<file path="config.mk">
export PLATFORM = sky130hd
export DESIGN_NAME = cc_lives_counter
export DESIGN_NICKNAME = d
export VERILOG_FILES = /design/src/rtl/cc_lives_counter_pkg.sv /design/src/rtl/cc_rising_edge_detector.sv /design/src/rtl/cc_lives_counter.sv
export SDC_FILE = /design/constraint.sdc
export NUM_CORES = 1
export LEC_CHECK = 0
export ABC_AREA = 0
export ABC_CLOCK_PERIOD_IN_PS = 3500
export CAP_MARGIN = 20
export CORE_ASPECT_RATIO = 1.75
export CORE_MARGIN = 3
export CORE_UTILIZATION = 40
export CTS_CLUSTER_DIAMETER = 30
export DETAILED_ROUTE_END_ITERATION = 6
export DONT_BUFFER_PORTS = 1
export GPL_TIMING_DRIVEN = 0
export PLACE_DENSITY = 0.56
export SETUP_SLACK_MARGIN = 0.02
export SYNTH_ARGS = -nofsm -noshare
export SYNTH_HDL_FRONTEND = slang
export SYNTH_HIERARCHICAL = 1
export SYNTH_SLANG_ARGS = --single-unit
</file>
<file path="constraint.sdc">
create_clock -name CC_LIVES_COUNTER_CLOCK_50 -period 3.5 [get_ports CC_LIVES_COUNTER_CLOCK_50]
set_clock_uncertainty 0.15 [all_clocks]
set_input_delay 0.35 -clock CC_LIVES_COUNTER_CLOCK_50 [delete_from_list [all_inputs] [get_ports CC_LIVES_COUNTER_CLOCK_50]]
set_output_delay 0.35 -clock CC_LIVES_COUNTER_CLOCK_50 [all_outputs]
set_load 0.02 [all_outputs]
</file>
<file path="src/rtl/cc_lives_counter_pkg.sv">
// ---------------------------------------------------------------------------
// cc_lives_counter_pkg
//   Shared definitions for the frog lives path. The lives comparator imports
//   the same MAX_DEATHS default so that the two blocks cannot disagree about
//   when the game is over.
//
//   Contents:
//     lives_state_t               state encoding: ALIVE=0, INVULN=1, OVER=2
//     LIVES_DEFAULT_MAX_DEATHS    death count that ends the game
//     LIVES_DEFAULT_INVULN_CYCLES invulnerability length (1 s at 50 MHz)
//
//   Optional feature macro used by the counter: LIVES_COUNTER_BONUS_EN
// ---------------------------------------------------------------------------
package cc_lives_counter_pkg;

    typedef enum logic [1:0] {
        ST_ALIVE  = 2'd0,
        ST_INVULN = 2'd1,
        ST_OVER   = 2'd2
    } lives_state_t;

    localparam int LIVES_DEFAULT_MAX_DEATHS    = 5;
    localparam int LIVES_DEFAULT_INVULN_CYCLES = 50_000_000;

endpackage

</file>
<file path="src/rtl/cc_rising_edge_detector.sv">
// ---------------------------------------------------------------------------
// cc_rising_edge_detector
//   Turns a same-domain level into a single-cycle event on its rising edge.
//   The history flop presets to 1, so a level that is already high when
//   reset is released is not reported as an event.
//
//   Ports:
//     i_clk    in  1  clock
//     i_rst    in  1  asynchronous reset, active-high
//     i_level  in  1  level to watch (already synchronous to i_clk)
//     o_event  out 1  level & ~previous level (combinational from the flop)
// ---------------------------------------------------------------------------
module cc_rising_edge_detector (
    input  logic i_clk,
    input  logic i_rst,
    input  logic i_level,
    output logic o_event
);

    logic r_level_q;

    always_ff @(posedge i_clk or posedge i_rst) begin
        if (i_rst) begin
            r_level_q <= 1'b1;
        end else begin
            r_level_q <= i_level;
        end
    end

    assign o_event = i_level & ~r_level_q;

endmodule

</file>
<file path="src/rtl/cc_lives_counter.sv">
// ---------------------------------------------------------------------------
// cc_lives_counter
//   Counts frog deaths. Each rising edge of the collision level is one hit.
//   A non-fatal hit starts an invulnerability window of INVULN_CYCLES cycles
//   during which further hits are ignored; the hit that brings the count to
//   MAX_DEATHS ends the game and the count then holds until restart/reset.
//
//   Optional feature: define LIVES_COUNTER_BONUS_EN to add the bonus port.
//   A bonus rising edge removes one death (never below 0, never in OVER).
//
//   Ports:
//     CC_LIVES_COUNTER_CLOCK_50          in   1   game-logic clock
//     CC_LIVES_COUNTER_RESET_InHigh      in   1   async reset, active-high
//     CC_LIVES_COUNTER_hit_InHigh        in   1   collision level
//     CC_LIVES_COUNTER_restart_InHigh    in   1   synchronous new-game clear
//     CC_LIVES_COUNTER_bonus_InHigh      in   1   extra-life level (bonus build)
//     CC_LIVES_COUNTER_data_Out          out  DW  death count -> comparator
//     CC_LIVES_COUNTER_respawn_OutHigh   out  1   pulse on accepted non-fatal hit
//     CC_LIVES_COUNTER_invuln_OutHigh    out  1   high during invulnerability
//     CC_LIVES_COUNTER_gameover_OutHigh  out  1   high while in OVER
//     o_dbg_state                        out  2   current FSM state encoding
// ---------------------------------------------------------------------------
module cc_lives_counter
    import cc_lives_counter_pkg::*;
#(
    parameter int LIVES_COUNTER_DATAWIDTH = 3,
    parameter int MAX_DEATHS              = LIVES_DEFAULT_MAX_DEATHS,
    parameter int INVULN_CYCLES           = LIVES_DEFAULT_INVULN_CYCLES,
    parameter int INVULN_WIDTH            = 26
) (
    input  logic                               CC_LIVES_COUNTER_CLOCK_50,
    input  logic                               CC_LIVES_COUNTER_RESET_InHigh,
    input  logic                               CC_LIVES_COUNTER_hit_InHigh,
    input  logic                               CC_LIVES_COUNTER_restart_InHigh,
`ifdef LIVES_COUNTER_BONUS_EN
    input  logic                               CC_LIVES_COUNTER_bonus_InHigh,
`endif
    output logic [LIVES_COUNTER_DATAWIDTH-1:0] CC_LIVES_COUNTER_data_Out,
    output logic                               CC_LIVES_COUNTER_respawn_OutHigh,
    output logic                               CC_LIVES_COUNTER_invuln_OutHigh,
    output logic                               CC_LIVES_COUNTER_gameover_OutHigh,
    output logic [1:0]                         o_dbg_state
);

    localparam logic [LIVES_COUNTER_DATAWIDTH-1:0] L_MAX_COUNT =
        LIVES_COUNTER_DATAWIDTH'(MAX_DEATHS);
    // Loading N-1 and leaving at 0 keeps invuln high for exactly N cycles.
    localparam logic [INVULN_WIDTH-1:0] L_TIMER_LOAD =
        INVULN_WIDTH'(INVULN_CYCLES - 1);

    lives_state_t                       r_state;
    logic [LIVES_COUNTER_DATAWIDTH-1:0] r_count;
    logic [INVULN_WIDTH-1:0]            r_timer;
    logic                               r_respawn;
    logic                               r_invuln;
    logic                               r_gameover;

    lives_state_t                       w_state_nxt;
    logic [LIVES_COUNTER_DATAWIDTH-1:0] w_count_nxt;
    logic [LIVES_COUNTER_DATAWIDTH-1:0] w_count_inc;
    logic [INVULN_WIDTH-1:0]            w_timer_nxt;
    logic                               w_respawn_nxt;
    logic                               w_hit_ev;
    logic                               w_bonus_ev;
    logic                               w_bonus_take;

    cc_rising_edge_detector u_hit_edge (
        .i_clk   (CC_LIVES_COUNTER_CLOCK_50),
        .i_rst   (CC_LIVES_COUNTER_RESET_InHigh),
        .i_level (CC_LIVES_COUNTER_hit_InHigh),
        .o_event (w_hit_ev)
    );

`ifdef LIVES_COUNTER_BONUS_EN
    cc_rising_edge_detector u_bonus_edge (
        .i_clk   (CC_LIVES_COUNTER_CLOCK_50),
        .i_rst   (CC_LIVES_COUNTER_RESET_InHigh),
        .i_level (CC_LIVES_COUNTER_bonus_InHigh),
        .o_event (w_bonus_ev)
    );
`else
    assign w_bonus_ev = 1'b0;
`endif

    // A bonus only counts when there is a death to give back.
    assign w_bonus_take = w_bonus_ev & (r_count != '0);
    assign w_count_inc  = r_count + 1'b1;

    // -----------------------------------------------------------------------
    // Next-state logic
    // -----------------------------------------------------------------------
    always_comb begin
        w_state_nxt   = r_state;
        w_count_nxt   = r_count;
        w_timer_nxt   = r_timer;
        w_respawn_nxt = 1'b0;

        if (CC_LIVES_COUNTER_restart_InHigh) begin
            // Restart wins over any hit or bonus in the same cycle.
            w_state_nxt = ST_ALIVE;
            w_count_nxt = '0;
            w_timer_nxt = '0;
        end else begin
            case (r_state)
                ST_ALIVE: begin
                    if (w_hit_ev) begin
                        if (w_bonus_take) begin
                            // Hit and bonus cancel on the count, but the
                            // frog still respawns with invulnerability.
                            w_state_nxt   = ST_INVULN;
                            w_timer_nxt   = L_TIMER_LOAD;
                            w_respawn_nxt = 1'b1;
                        end else if (w_count_inc == L_MAX_COUNT) begin
                            w_state_nxt = ST_OVER;
                            w_count_nxt = w_count_inc;
                        end else begin
                            w_state_nxt   = ST_INVULN;
                            w_count_nxt   = w_count_inc;
                            w_timer_nxt   = L_TIMER_LOAD;
                            w_respawn_nxt = 1'b1;
                        end
                    end else if (w_bonus_take) begin
                        w_count_nxt = r_count - 1'b1;
                    end
                end

                ST_INVULN: begin
                    if (w_bonus_take) begin
                        w_count_nxt = r_count - 1'b1;
                    end
                    if (r_timer == '0) begin
                        w_state_nxt = ST_ALIVE;
                    end else begin
                        w_timer_nxt = r_timer - 1'b1;
                    end
                end

                ST_OVER: begin
                    // Everything held until restart or reset.
                end

                default: begin
                    // Unused encoding: recover to a fresh game.
                    w_state_nxt = ST_ALIVE;
                    w_count_nxt = '0;
                    w_timer_nxt = '0;
                end
            endcase
        end
    end

    // -----------------------------------------------------------------------
    // State and output registers
    // -----------------------------------------------------------------------
    always_ff @(posedge CC_LIVES_COUNTER_CLOCK_50 or posedge CC_LIVES_COUNTER_RESET_InHigh) begin
        if (CC_LIVES_COUNTER_RESET_InHigh) begin
            r_state    <= ST_ALIVE;
            r_count    <= '0;
            r_timer    <= '0;
            r_respawn  <= 1'b0;
            r_invuln   <= 1'b0;
            r_gameover <= 1'b0;
        end else begin
            r_state    <= w_state_nxt;
            r_count    <= w_count_nxt;
            r_timer    <= w_timer_nxt;
            r_respawn  <= w_respawn_nxt;
            r_invuln   <= (w_state_nxt == ST_INVULN);
            r_gameover <= (w_state_nxt == ST_OVER);
        end
    end

    assign CC_LIVES_COUNTER_data_Out         = r_count;
    assign CC_LIVES_COUNTER_respawn_OutHigh  = r_respawn;
    assign CC_LIVES_COUNTER_invuln_OutHigh   = r_invuln;
    assign CC_LIVES_COUNTER_gameover_OutHigh = r_gameover;
    assign o_dbg_state                       = r_state;

endmodule

</file>
Yosys cells after proc, flatten, opt, wreduce, memory -nomap -nowiden. Cells that the tools add are included.

Input port bits: 4. Register bits: 35. Logic and storage cells: 43.

$add $sub $neg: 2. Mux-type cells: 17. Bitwise gates (word level): 2. Eq/ne operators: 10. Reduce and logical (&&, ||, !) cells: 5.

Operators with widths (number): $mux W26 (4); $pmux W26 S3 (1); $logic_not A26 Y1 (1); $sub A26 B1 Y26 const B (1); $mux W2 (4); $mux W3 (2); $ne A3 B3 Y1 const B (2); $pmux W2 S3 (1); $pmux W3 S2 (1); $eq A2 B1 Y1 const B (2); $eq A2 B2 Y1 const B (2); $mux W1 (4); $reduce_and A4 Y1 (1); $add A3 B1 Y3 const B (1); $eq A3 B3 Y1 const B (1); $ne A3 B2 Y1 const B (1); $logic_not A2 Y1 (1); $ne A2 B1 Y1 const B (1); $ne A2 B2 Y1 const B (1); $reduce_and A2 Y1 (1); $reduce_or A2 Y1 (1); $and A1 B1 Y1 (1); $not A1 Y1 (1).

Logic depth before layout (Yosys ltp).
Word-level depth: 7. Gate-level depth with buffers: 9.

Modules after synthesis. The synthesis kept the hierarchy.

By module, submodules not included: cc_lives_counter (area each 2280.9 sq um, cells each 267, times used 1); cc_rising_edge_detector (area each 43.8 sq um, cells each 3, times used 1).

Least setup slack after synthesis. No wires, ideal clock.

Kind: register -> register. From: reg r_state[0] (netlist: o_dbg_state[0]). To: reg r_timer[8]. Path buffers: 1. Arrival time: 2126 ps. Data required time: 3240 ps. Library setup time: 110 ps. Setup slack: 1114 ps. Stages on the path, launching flop included: 9. Path through: dfrtp_1 > inv_1 > ha_1 > nor2b_1 > a311oi_4 > and2_1 > buf_6 > nand2_4 > o41ai_1.

Word-level cells in the longest chain between the ends: 3. Elaborated cells on any way between the ends: 10. Classes of those cells: eq/ne: 6; mux: 2; reduce/logical: 2.

Ends and longest elaborated chain: start: declaration (line cc_lives_counter.sv:51) `lives_state_t r_state;`; start signal: assignment (line cc_lives_counter.sv:164) `r_state <= w_state_nxt;`; $eq A2 B1 Y1 (tied with other cells) (line cc_lives_counter.sv:104) `case (r_state)`; $ne A3 B3 Y1 (no line) (tied with other cells); $reduce_and A4 Y1 (no line) or $mux W26 (tied branches); end signal: assignment (line cc_lives_counter.sv:166) `r_timer <= w_timer_nxt;`; end: declaration (line cc_lives_counter.sv:53) `logic [INVULN_WIDTH-1:0] r_timer;`.

Several ways; a longest one is shown, not always the timed one. A chain may end at the register's enable or synchronous reset.

Final worst setup path. Ends and elaborated chain as after synthesis.

==> out/qor.yml <==
run_status:
  status: "complete, but fails checks"
  violations: "hold timing"
global_routing:
  grt_pass1_wl_mm: 10.2
  grt_max_degree: 21
  grt_pass1_vias: 2054
  grt_use_total_pct: 19.1
  grt-ovfl-total: 0
  antenna_found_initial: 0
placed_design:
  gp_congestion: 0.852
  dp_hpwl_mm: 4.50
  portBuffers: 0
setup_path:
  cpPeakStageDelay_ns: 0.60
  timing.rr.start: "o_dbg_state[0]"
  cp_top_family: "compound AO/OA/AOI/OAI gates"
  worstPathCellList: "inv_1 > ha_1 > nor2b_1 > a311oi_4 > and2_1 > buf_6 > nand2_4 > o41ai_1"
  path_max_fanout: 10
  r2r_slack_ns: 0.79
  startpoint_type: "flip-flop"
  critPathRequiredTime_ns: 3.53
  critPathKind: "reg2reg"
  r2r.worst_path.cells: 8
  crit_slowest_cell: "dfrtp_1"
  end_kind: "flip-flop"
  path_buf_inv: 2
  cp.arrival_ns: 2.74
  r2r-end: "r_timer[8]"
clock_network:
  post_cts_buffers: 0
  insertion_delay_ns: 0.29
  hold_buffers: 2
  cts_resized: 0
  cts_buffer_depth: 2
  cts-root-buf: "clkbuf_8"
  path_clk_slew_ns: 0.08
  tritoncts: "done"
  cts_sinks: 35
  cts_buffers: 5
  h-tree-depth: 2
synthesis:
  yosys.area.top_type: "dfrtp_1"
  yosysSeqAreaShare_pct: 37.7
  synth_top_cell_area_share_pct: 36.6
  ys_types: 48
  ys_ff_latch: 35
  syn_inst: 270
  synth-edff-count: 0
  ys_warn_count: 6
  ys_top_cells_by_area: "dfrtp_1, o21ai_1, nor2_1"
  synthFlopType: "dfrtp_1"
  synthesis.area_sq_mm: 0.00232
  async_flop_share_pct: 100
  syn_avg_cell_area_sq_um: 8.61
  syn-num-nets: 282
drt:
  dr.pass1.iters: 4
  wl_mm: 6.03
  detail_route.vias_per_cell: 5.72
  drcViolationCount: 0
  num_vias: 2042
  drt_iter0_drc: 107
  ant_nets: 0
  wl_per_cell_microns: 16.9
layout:
  layout.nets: 292
  mostFrequentLayoutCells: "dfrtp_1, nor2_1, o21ai_1, nand2_1, o21ai_0"
  mostFrequentLayoutCell: "dfrtp_1"
  drive_gt1_share_pct: 12.1
  area_growth_pct: 10.4
  diodes: 0
sta:
  slew_viol_final: 0
  fin_crit_sh_pct: 77.3
  rsz0062_at_grt: "false"
  setup_viol: 0
  clock.fmax_mhz: 370
  hold_violations: 19
  post-route-min-period_ns: 2.71
  fin_tns_setup_ns: 0
  slew_headroom_pct: 42.0
  whs_ns: -0.0187
  worst_pin_slew_ns: 0.869
power:
  leakagePower_nw: 1.06
  ir_drop_mv: 0.243
  p_per_area_mw_per_mm2: 507
floorplanning:
  boundaryPins: 12
  die_w_microns: 63.6
  core-area_sq_mm: 0.00559
  std_cell_rows: 36
  initial_core_util_pct: 41.6
  die_area_sq_mm: 0.00680
  chipHeight_microns: 107
job:
  maxCapViolCount: 0
hold_path:
  min_path_type: "in2async"
## registers in the layout, indices dropped and copies added, names as in the netlist
register,count
u_hit_edge/r_level_q,1
r_timer,26
o_dbg_state,2
CC_LIVES_COUNTER_respawn_OutHigh,1
CC_LIVES_COUNTER_invuln_OutHigh,1
CC_LIVES_COUNTER_gameover_OutHigh,1
CC_LIVES_COUNTER_data_Out,3
## cell families (layout without fill, tap and decap cells)
group | Yosys count | count (layout) | synth area share [%]
DFF | 35 | 35 | 37.7
xor gates and xnor gates | 1 | 1 | 0.377
adders and majority gates | 8 | 8 | 4.31
buffers and inverters | 29 | 40 | 6.84
and+or+nand+nor | 117 | 117 | 28.5
AOI/OAI and AO/OA | 80 | 80 | 22.3
## cells in the mapped netlist (2+ instances only)
library cell  count
o21ai_1          25
o31ai_1           2
buf_6             6
o21ai_0          17
nor2b_1           2
buf_2             4
nor3_1           14
nand3_1           6
clkbuf_1          3
and3_1            5
o2111ai_1         3
nor3_4            3
or3_1             3
dfrtp_1          34
nor2_1           28
nand3b_1          2
nor4_2            2
or4_1             3
nand2_1          22
and2_1            3
ha_1              8
a31oi_1           3
inv_1            16
o22ai_1           2
nor4_1            8
nand4_1           6
a21oi_1          16
o311ai_1          4
## worst max-delay path by stage
stage	slack, ns	endpoint	from	depth (start not counted)
after floorplan	1.11	r_timer[8]	o_dbg_state[0]	8
after global placement	0.82	r_timer[8]	o_dbg_state[0]	8
after detailed placement	0.81	r_timer[8]	o_dbg_state[0]	8
after CTS	0.79	r_timer[8]	o_dbg_state[0]	8
after global routing	0.61	r_timer[8]	o_dbg_state[0]	8
final	0.79	r_timer[8]	o_dbg_state[0]	8
## where the power goes
group / total [mW] / switching, mW / internal (mW) / leakage (nW)
Clock: 0.328 / 0.148 / 0.180 / 0.0515
Sequential: 0.549 / 0.0888 / 0.460 / 0.461
Combinational: 0.423 / 0.265 / 0.159 / 0.544
Total: 1.30 / 0.502 / 0.799 / 1.06
## worst reg2reg max path, cell delays in order (launching register included)
cell      delay (ns)
dfrtp_1         0.60
inv_1           0.13
ha_1            0.30
nor2b_1         0.23
a311oi_4        0.41
and2_1          0.20
buf_6           0.15
nand2_4         0.11
o41ai_1         0.32
## stage by stage
stage | power, mW | cells | cell area, sq um | worst slack, ns | utilization, %
5_1_grt | 1.39 | 357 | 2570 | 0.608 | 46.0
6_report | 1.30 | 357 | 2570 | 0.794 | 46.0
3_5_place_dp | 0.977 | 347 | 2450 | 0.810 | 43.8
2_1_floorplan | 0.863 | 270 | 2320 | 1.11 | -
3_3_place_gp | 0.971 | 346 | 2420 | 0.818 | 43.3
4_1_cts | 1.31 | 357 | 2570 | 0.788 | 46.0
## per-layer routing
| metal | GRT usage, % | vias to the layer above | wire length (microns) |
|---|---|---|---|
| met2 | 35.4 | 31 | 3370 |
| met3 | 2.62 | 6 | 160 |
| li1 | - | 1010 | - |
| met4 | 7.26 | 0 | 80 |
| met1 | 21.7 | 995 | 2420 |
| met5 | 0 | - | 0 |
## cell type report
type                       instances  area, sq um
multi-input combinational        206         1290
clock buffer                       8          100
timing repair buffer               3         47.5
fill                             592         3020
sequential                        35          877
inverter                          16         60.1
buffer                            13         98.8
tap                               76         95.1
(Power assumes the default switching activity.)
